[src/rtl/mux_2x1_sel_arbiter.sv]
// Round-robin two-channel arbiter that drives the select line of
// mux_2x1_conditionaloper, with a bounded grant hold time.
//
// Ports:
//   clk        rising-edge clock
//   rst_n      synchronous active-low reset
//   req_0      channel 0 request (level)
//   req_1      channel 1 request (level)
//   sel        mux select, 0 = in_0, 1 = in_1 (registered)
//   gnt_0      channel 0 granted (registered)
//   gnt_1      channel 1 granted (registered)
//   out_valid  mux output carries granted data (gnt_0 | gnt_1)
//   hold_cnt   cycles elapsed in the current grant, from 0
module mux_2x1_sel_arbiter #(
   parameter int MAX_HOLD = 4,
   parameter int CNT_W    = 3
) (
   input  logic             clk,
   input  logic             rst_n,
   input  logic             req_0,
   input  logic             req_1,
   output logic             sel,
   output logic             gnt_0,
   output logic             gnt_1,
   output logic             out_valid,
   output logic [CNT_W-1:0] hold_cnt
);

   typedef enum logic [1:0] {
      IDLE   = 2'd0,
      GRANT0 = 2'd1,
      GRANT1 = 2'd2
   } state_t;

   localparam logic [CNT_W-1:0] LAST_CNT = CNT_W'(MAX_HOLD - 1);

   state_t           state_q, state_d;
   logic             sel_q, sel_d;
   logic             last_q, last_d;
   logic [CNT_W-1:0] cnt_q, cnt_d;

   // State register
   always_ff @(posedge clk) begin
      if (!rst_n) begin
         state_q <= IDLE;
         sel_q   <= 1'b0;
         // Pretend channel 1 was served last so channel 0 wins first.
         last_q  <= 1'b1;
         cnt_q   <= '0;
      end else begin
         state_q <= state_d;
         sel_q   <= sel_d;
         last_q  <= last_d;
         cnt_q   <= cnt_d;
      end
   end

   // Next-state logic
   always_comb begin
      state_d = state_q;
      sel_d   = sel_q;
      last_d  = last_q;
      cnt_d   = '0;
      unique case (state_q)
         IDLE: begin
            if (req_0 && req_1) begin
               // Contention: grant the channel not served last.
               if (last_q) begin
                  state_d = GRANT0;
                  sel_d   = 1'b0;
                  last_d  = 1'b0;
               end else begin
                  state_d = GRANT1;
                  sel_d   = 1'b1;
                  last_d  = 1'b1;
               end
            end else if (req_0) begin
               state_d = GRANT0;
               sel_d   = 1'b0;
               last_d  = 1'b0;
            end else if (req_1) begin
               state_d = GRANT1;
               sel_d   = 1'b1;
               last_d  = 1'b1;
            end
         end
         GRANT0: begin
            if (!req_0 || cnt_q == LAST_CNT) begin
               // Grant ends or hold limit hit: hand over if wanted.
               if (req_1) begin
                  state_d = GRANT1;
                  sel_d   = 1'b1;
                  last_d  = 1'b1;
               end else if (!req_0) begin
                  state_d = IDLE;
               end
            end else begin
               cnt_d = cnt_q + 1'b1;
            end
         end
         GRANT1: begin
            if (!req_1 || cnt_q == LAST_CNT) begin
               if (req_0) begin
                  state_d = GRANT0;
                  sel_d   = 1'b0;
                  last_d  = 1'b0;
               end else if (!req_1) begin
                  state_d = IDLE;
               end
            end else begin
               cnt_d = cnt_q + 1'b1;
            end
         end
         default: begin
            state_d = IDLE;
         end
      endcase
   end

   // Output decode, all from registered state
   always_comb begin
      gnt_0     = (state_q == GRANT0);
      gnt_1     = (state_q == GRANT1);
      out_valid = (state_q == GRANT0) || (state_q == GRANT1);
      sel       = sel_q;
      hold_cnt  = cnt_q;
   end

endmodule

[config.mk]
export PLATFORM = sky130hd
export DESIGN_NAME = mux_2x1_sel_arbiter
export DESIGN_NICKNAME = d
export VERILOG_FILES = /design/src/rtl/mux_2x1_sel_arbiter.sv
export SDC_FILE = /design/constraint.sdc
export NUM_CORES = 1
export LEC_CHECK = 0
export BUFFER_PORTS_ARGS = -buffer_cell sky130_fd_sc_hd__clkbuf_2
export CORE_AREA = 2 2 39 41
export CTS_BUF_LIST = sky130_fd_sc_hd__clkbuf_8
export CTS_CLUSTER_SIZE = 40
export DETAILED_ROUTE_END_ITERATION = 16
export DIE_AREA = 0 0 41 43
export MAX_ROUTING_LAYER = met4
export SYNTH_ARGS = -nofsm -noshare
export SYNTH_HDL_FRONTEND = slang
export SYNTH_SLANG_ARGS = --single-unit
[constraint.sdc]
create_clock -name clk -period 2.2 [get_ports clk]
set_input_delay 0.22 -clock clk [delete_from_list [all_inputs] [get_ports clk]]
set_output_delay 0.22 -clock clk [all_outputs]
set_load 0.005 [all_outputs]
; ---- Word level (Yosys, flattened, before mapping)
; Cells that the tools add are included.
[word_totals]
ff_bits = 7
inputBits = 4
out_inout_bits = 7
elab_cells = 51
[classes]
n_addsub = 1
eq_ne = 9
muxes = 27
reduce_logical = 10
[op_table]
columns = cell, n
row1 = 2-bit two-way mux, 10
row2 = 1-bit two-way mux, 11
row3 = 3-bit two-way mux, 2
row4 = 3-bit != test (second input constant), 2
row5 = 1-bit one-hot mux with 3 select lines, 2
row6 = 2-bit one-hot mux with 3 select lines, 1
row7 = 3-bit one-hot mux with 2 select lines, 1
row8 = 5-bit AND reduction, 1
row9 = 2-bit by 1-bit != test with 1-bit output (second input constant), 2
row10 = 4-bit != test (second input constant), 1
row11 = 4-bit AND reduction, 1
row12 = 3-bit by 1-bit adder with 3-bit output (second input constant), 1
row13 = 3-bit by 2-bit equality test with 1-bit output (second input constant), 1
row14 = 1-bit logical OR, 3
row15 = 3-bit nonzero test, 1
row16 = 2-bit by 1-bit equality test with 1-bit output (second input constant), 1
row17 = 2-bit equality test (second input constant), 1
row18 = 1-bit logical NOT, 2
row19 = 2-bit logical NOT, 1
row20 = 2-bit != test (second input constant), 1
row21 = 1-bit logical AND, 1

; ---- Longest topological paths before layout
[logic_depth]
depth_word = 4
mapped_depth = 6
mapped_depth_nobuf = 6

; ---- Worst setup path after synthesis
; No wires, ideal clock.
[synth_timing]
path_type = flip-flop to flip-flop
start = register state_q[0]
end = register last_q
setup_ns = 0.128
arrival_ns = 1.330
t_required_ns = 2.072
slack_ns = 0.741
path_stages_with_launch = 7
n_path_buf = 0
synth_period_minus_slack_ns = 1.459
cell_sequence = dfxtp_1 inv_1 ha_1 nor2b_1 a31oi_1 a2111oi_2 o21ai_1
[synth_via]
elab_chain_len = 3
word_cells_on_any_way = 9
classes_between = eq/ne: 5 / mux: 1 / reduce/logical: 3
[synth_rtl]
columns = element, line_no
row1 = "start, declared", 37  ; state_t state_q, state_d;
row2 = "start signal, assigned", 51  ; state_q <= state_d;
row3 = "2-bit equality test, or another cell as far along", 64  ; unique case (state_q)
row4 = "2-bit != test (no line), or another cell as far along", n/a
row5 = 4-bit AND reduction (no line), n/a
row6 = "end signal, assigned", 53  ; last_q <= last_d;
row7 = "end, declared", 39  ; logic last_q, last_d;
; Parallel ways exist; a longest one is shown, timed or not.
; A chain may end at the register's enable or synchronous reset.

; ---- Final worst setup path
; Same ends and word-level chain as after synthesis.

==> flow_summary.json <==
{
  "rsz0062_at_grt": "false",
  "drcViolationCount": 0,
  "max_clock_freq_mhz": 652.1,
  "syn_inst": 56,
  "io_pins": 11,
  "die_height_um": 43,
  "diodes": 0,
  "r2r_end": "last_q$_SDFFE_PN1P_",
  "required_ps": 2300,
  "ys_warn_count": 0,
  "setup_viol": 0,
  "clk_latency_ps": 220,
  "wl_um": 831,
  "p_sw_share_pct": 33.80,
  "r2r_start": "state_q[0]$_SDFFE_PN0P_",
  "fin_util_pct": 41.41,
  "grt_pass1_vias": 367,
  "nNetsFinal": 80,
  "crit_type": "reg2reg",
  "endpoint": "last_q$_SDFFE_PN1P_",
  "r2r_slack_ps": 670,
  "crit_path_start_kind": "register",
  "clock_path_buffers": 2,
  "grt_util_all_layers_pct": 12.68,
  "fillerInstances": 139,
  "min_period_over_period_pct": 69.70,
  "syn_nets": 66,
  "cp.arrival_ps": 1640,
  "die_area_um2": 1763,
  "hold_viol_final": 0,
  "power.internal_uw": 408.2,
  "post-dp-hpwl_um": 695.7,
  "fin_crit_ps": 1533,
  "p_clk_share_pct": 27.7,
  "setup.worst_path.end_class": "register",
  "cts_resized": 0,
  "start_util_pct": 33.91,
  "routed_via_density": 4.659,
  "powerDensity_nw_per_um2": 1076,
  "pwr-share-comb_pct": 43.6,
  "syn_area_um2": 469.2,
  "gp_congestion": 0.6963,
  "seq_area_um2": 140.1,
  "stdcell_area_um2": 573.1,
  "gr-total-overflow": 0,
  "cap_violations": 0,
  "grt_pass1_wl_um": 1497,
  "hold_class": "in2reg",
  "synth_cell_types": 23,
  "pwr-share-seq_pct": 28.6,
  "drtIter0Drc": 8,
  "place_area_um2": 528.0,
  "wl_per_cell_um": 9.776,
  "first_pass_iters": 4,
  "ir_drop_uv": 584.1,
  "ys_seq_area_share_pct": 29.87,
  "rows": 14,
  "cp-startpoint": "state_q[0]$_SDFFE_PN0P_",
  "htreeDepth": 1,
  "drtAntennaViolNets": 0,
  "area_delta_synth_final_pct": 22.13,
  "multi_input_area_um2": 291.5,
  "postSynthRegisterBits": 7,
  "fin_skew_ps": 3.346,
  "dieWidth_um": 41,
  "core_area_um2": 1384,
  "max_slew.worst_pin.slew_ps": 319.9,
  "leakage_nw": 0.2745,
  "via_count": 396,
  "grt_max_degree": 10,
  "outcome": "finished clean",
  "finalMaxSlewViolations": 0,
  "timing.hold.ws_ps": 248.4,
  "cts-root-buf": "clkbuf_8",
  "tns_ps": 0,
  "cts_inserted_buffers": 3,
  "synth.avg_cell_area_um2": 8.379,
  "switching_power_uw": 208.4,
  "reg2regPathDepth": 6,
  "io_buffers": 10,
  "final_layout_size_suffix_gt1_share_pct": 24.64,
  "cts_hold_buf": 0,
  "slew_headroom_pct": 78.63,
  "cts_tree": "yes",
  "cts_setup_buffers": 0,
  "cts.sinks": 7,
  "path_max_fanout": 4,
  "antenna_found_initial": 0,
  "clkSlewWorstSetupHoldPaths_ps": 40
}
[worst min-delay path by stage]
stage	startpoint	endpoint	slack, ps	cells after the start
global route	rst_n	last_q$_SDFFE_PN1P_	270	2
detailed placement	hold_cnt[0]$_SDFF_PN0_	hold_cnt[0]$_SDFF_PN0_	440	1
CTS	rst_n	last_q$_SDFFE_PN1P_	250	2
finish	rst_n	last_q$_SDFFE_PN1P_	250	2
floorplan	rst_n	last_q$_SDFFE_PN1P_	300	1
global placement	hold_cnt[0]$_SDFF_PN0_	hold_cnt[0]$_SDFF_PN0_	440	1
[layer usage]
metal / global-route usage, % / vias up / part of all wire (%)
met5: - / - / 0
met4: 6.000 / 0 / 0
met3: 4.712 / 0 / 4.6
met2: 17.19 / 9 / 46
met1: 16.18 / 168 / 49
li1: - / 219 / -
[area by class of cell]
type / count / area share [%]
Timing Repair Buffer: 10 / 8.734
Clock inverter: 1 / 0.6550
Inverter: 7 / 4.585
Sequential cell: 7 / 24.45
Multi-Input combinational cell: 41 / 50.87
Clock buffer: 3 / 7.205
Tap cell: 16 / 3.493
[worst max-delay path, cell delays in order (launching register included)]
cell	delay, ps
dfxtp_1	370
inv_1	80
ha_1	330
nor2b_1	140
a31oi_1	60
a2111oi_2	330
o21ai_1	110
[logic make-up (layout without fill, tap and decap cells)]
logic type | Yosys count | in the layout | share of synthesized area (%)
AND/OR/NAND/NOR | 21 | 21 | 21.87
AO/OA/AOI/OAI | 12 | 12 | 20.00
buffers and inverters | 8 | 21 | 7.999
flip-flops | 7 | 7 | 29.87
adder cells (fa/ha/maj) | 6 | 6 | 16.00
multiplexers | 2 | 2 | 4.267
[state kept, by name, indices dropped and copies added (netlist names)]
name	flops
hold_cnt	3
state_q	2
last_q	1
sel	1
[power groups by stage]
stage,clock network (mW),logic [mW],registers (mW)
floorplan,0,0.208,0.176
global placement,0,0.272,0.177
detailed placement,0,0.273,0.179
CTS,0.176,0.273,0.178
global route,0.185,0.309,0.182
finish,0.171,0.269,0.177
[through the flow]
step / total power [mW] / setup slack [ps] / instances
detailed placement: 0.4526 / 655.0 / 81
finish: 0.6167 / 666.5 / 85
global placement: 0.4486 / 688.6 / 81
CTS: 0.6265 / 649.0 / 85
floorplan: 0.3834 / 741.3 / 56
global route: 0.6763 / 505.4 / 85
[synth_stat cells]
cell,n,share of area (%)
inv_1,6,4.8
a21o_1,1,1.6
nand3b_1,1,1.6
nand2_1,9,7.2
a211oi_2,1,2.7
ha_1,6,16
o211ai_1,1,1.6
o21ai_1,2,2.1
dfxtp_1,7,30
buf_6,1,2.4
a21boi_1,1,1.6
nand4bb_1,1,2.4
a2111oi_2,1,3.2
a31oi_1,1,1.3
nand2b_1,2,2.7
o22ai_2,1,2.7
a21oi_1,2,2.1
inv_2,1,0.80
o21ai_0,1,1.1
nor2b_1,1,1.3
mux2i_1,2,4.3
nor2_1,6,4.8
nand4b_1,1,1.9
[layout by cell type (no fill, tap or decap)]
cell / instances
o22ai_2: 1
a21o_1: 1
o21ai_1: 2
a211oi_2: 1
a21oi_1: 2
a21boi_1: 1
nand4bb_1: 1
inv_2: 1
nand3b_1: 1
dfxtp_1: 7
nor2_1: 6
nand4b_1: 1
nand2_1: 9
mux2i_1: 2
inv_1: 7
a31oi_1: 1
nor2b_1: 1
a2111oi_2: 1
clkbuf_8: 3
clkbuf_2: 10
o21ai_0: 1
nand2b_1: 2
o211ai_1: 1
ha_1: 6
No activity file was read; power rests on OpenSTA's default activity.
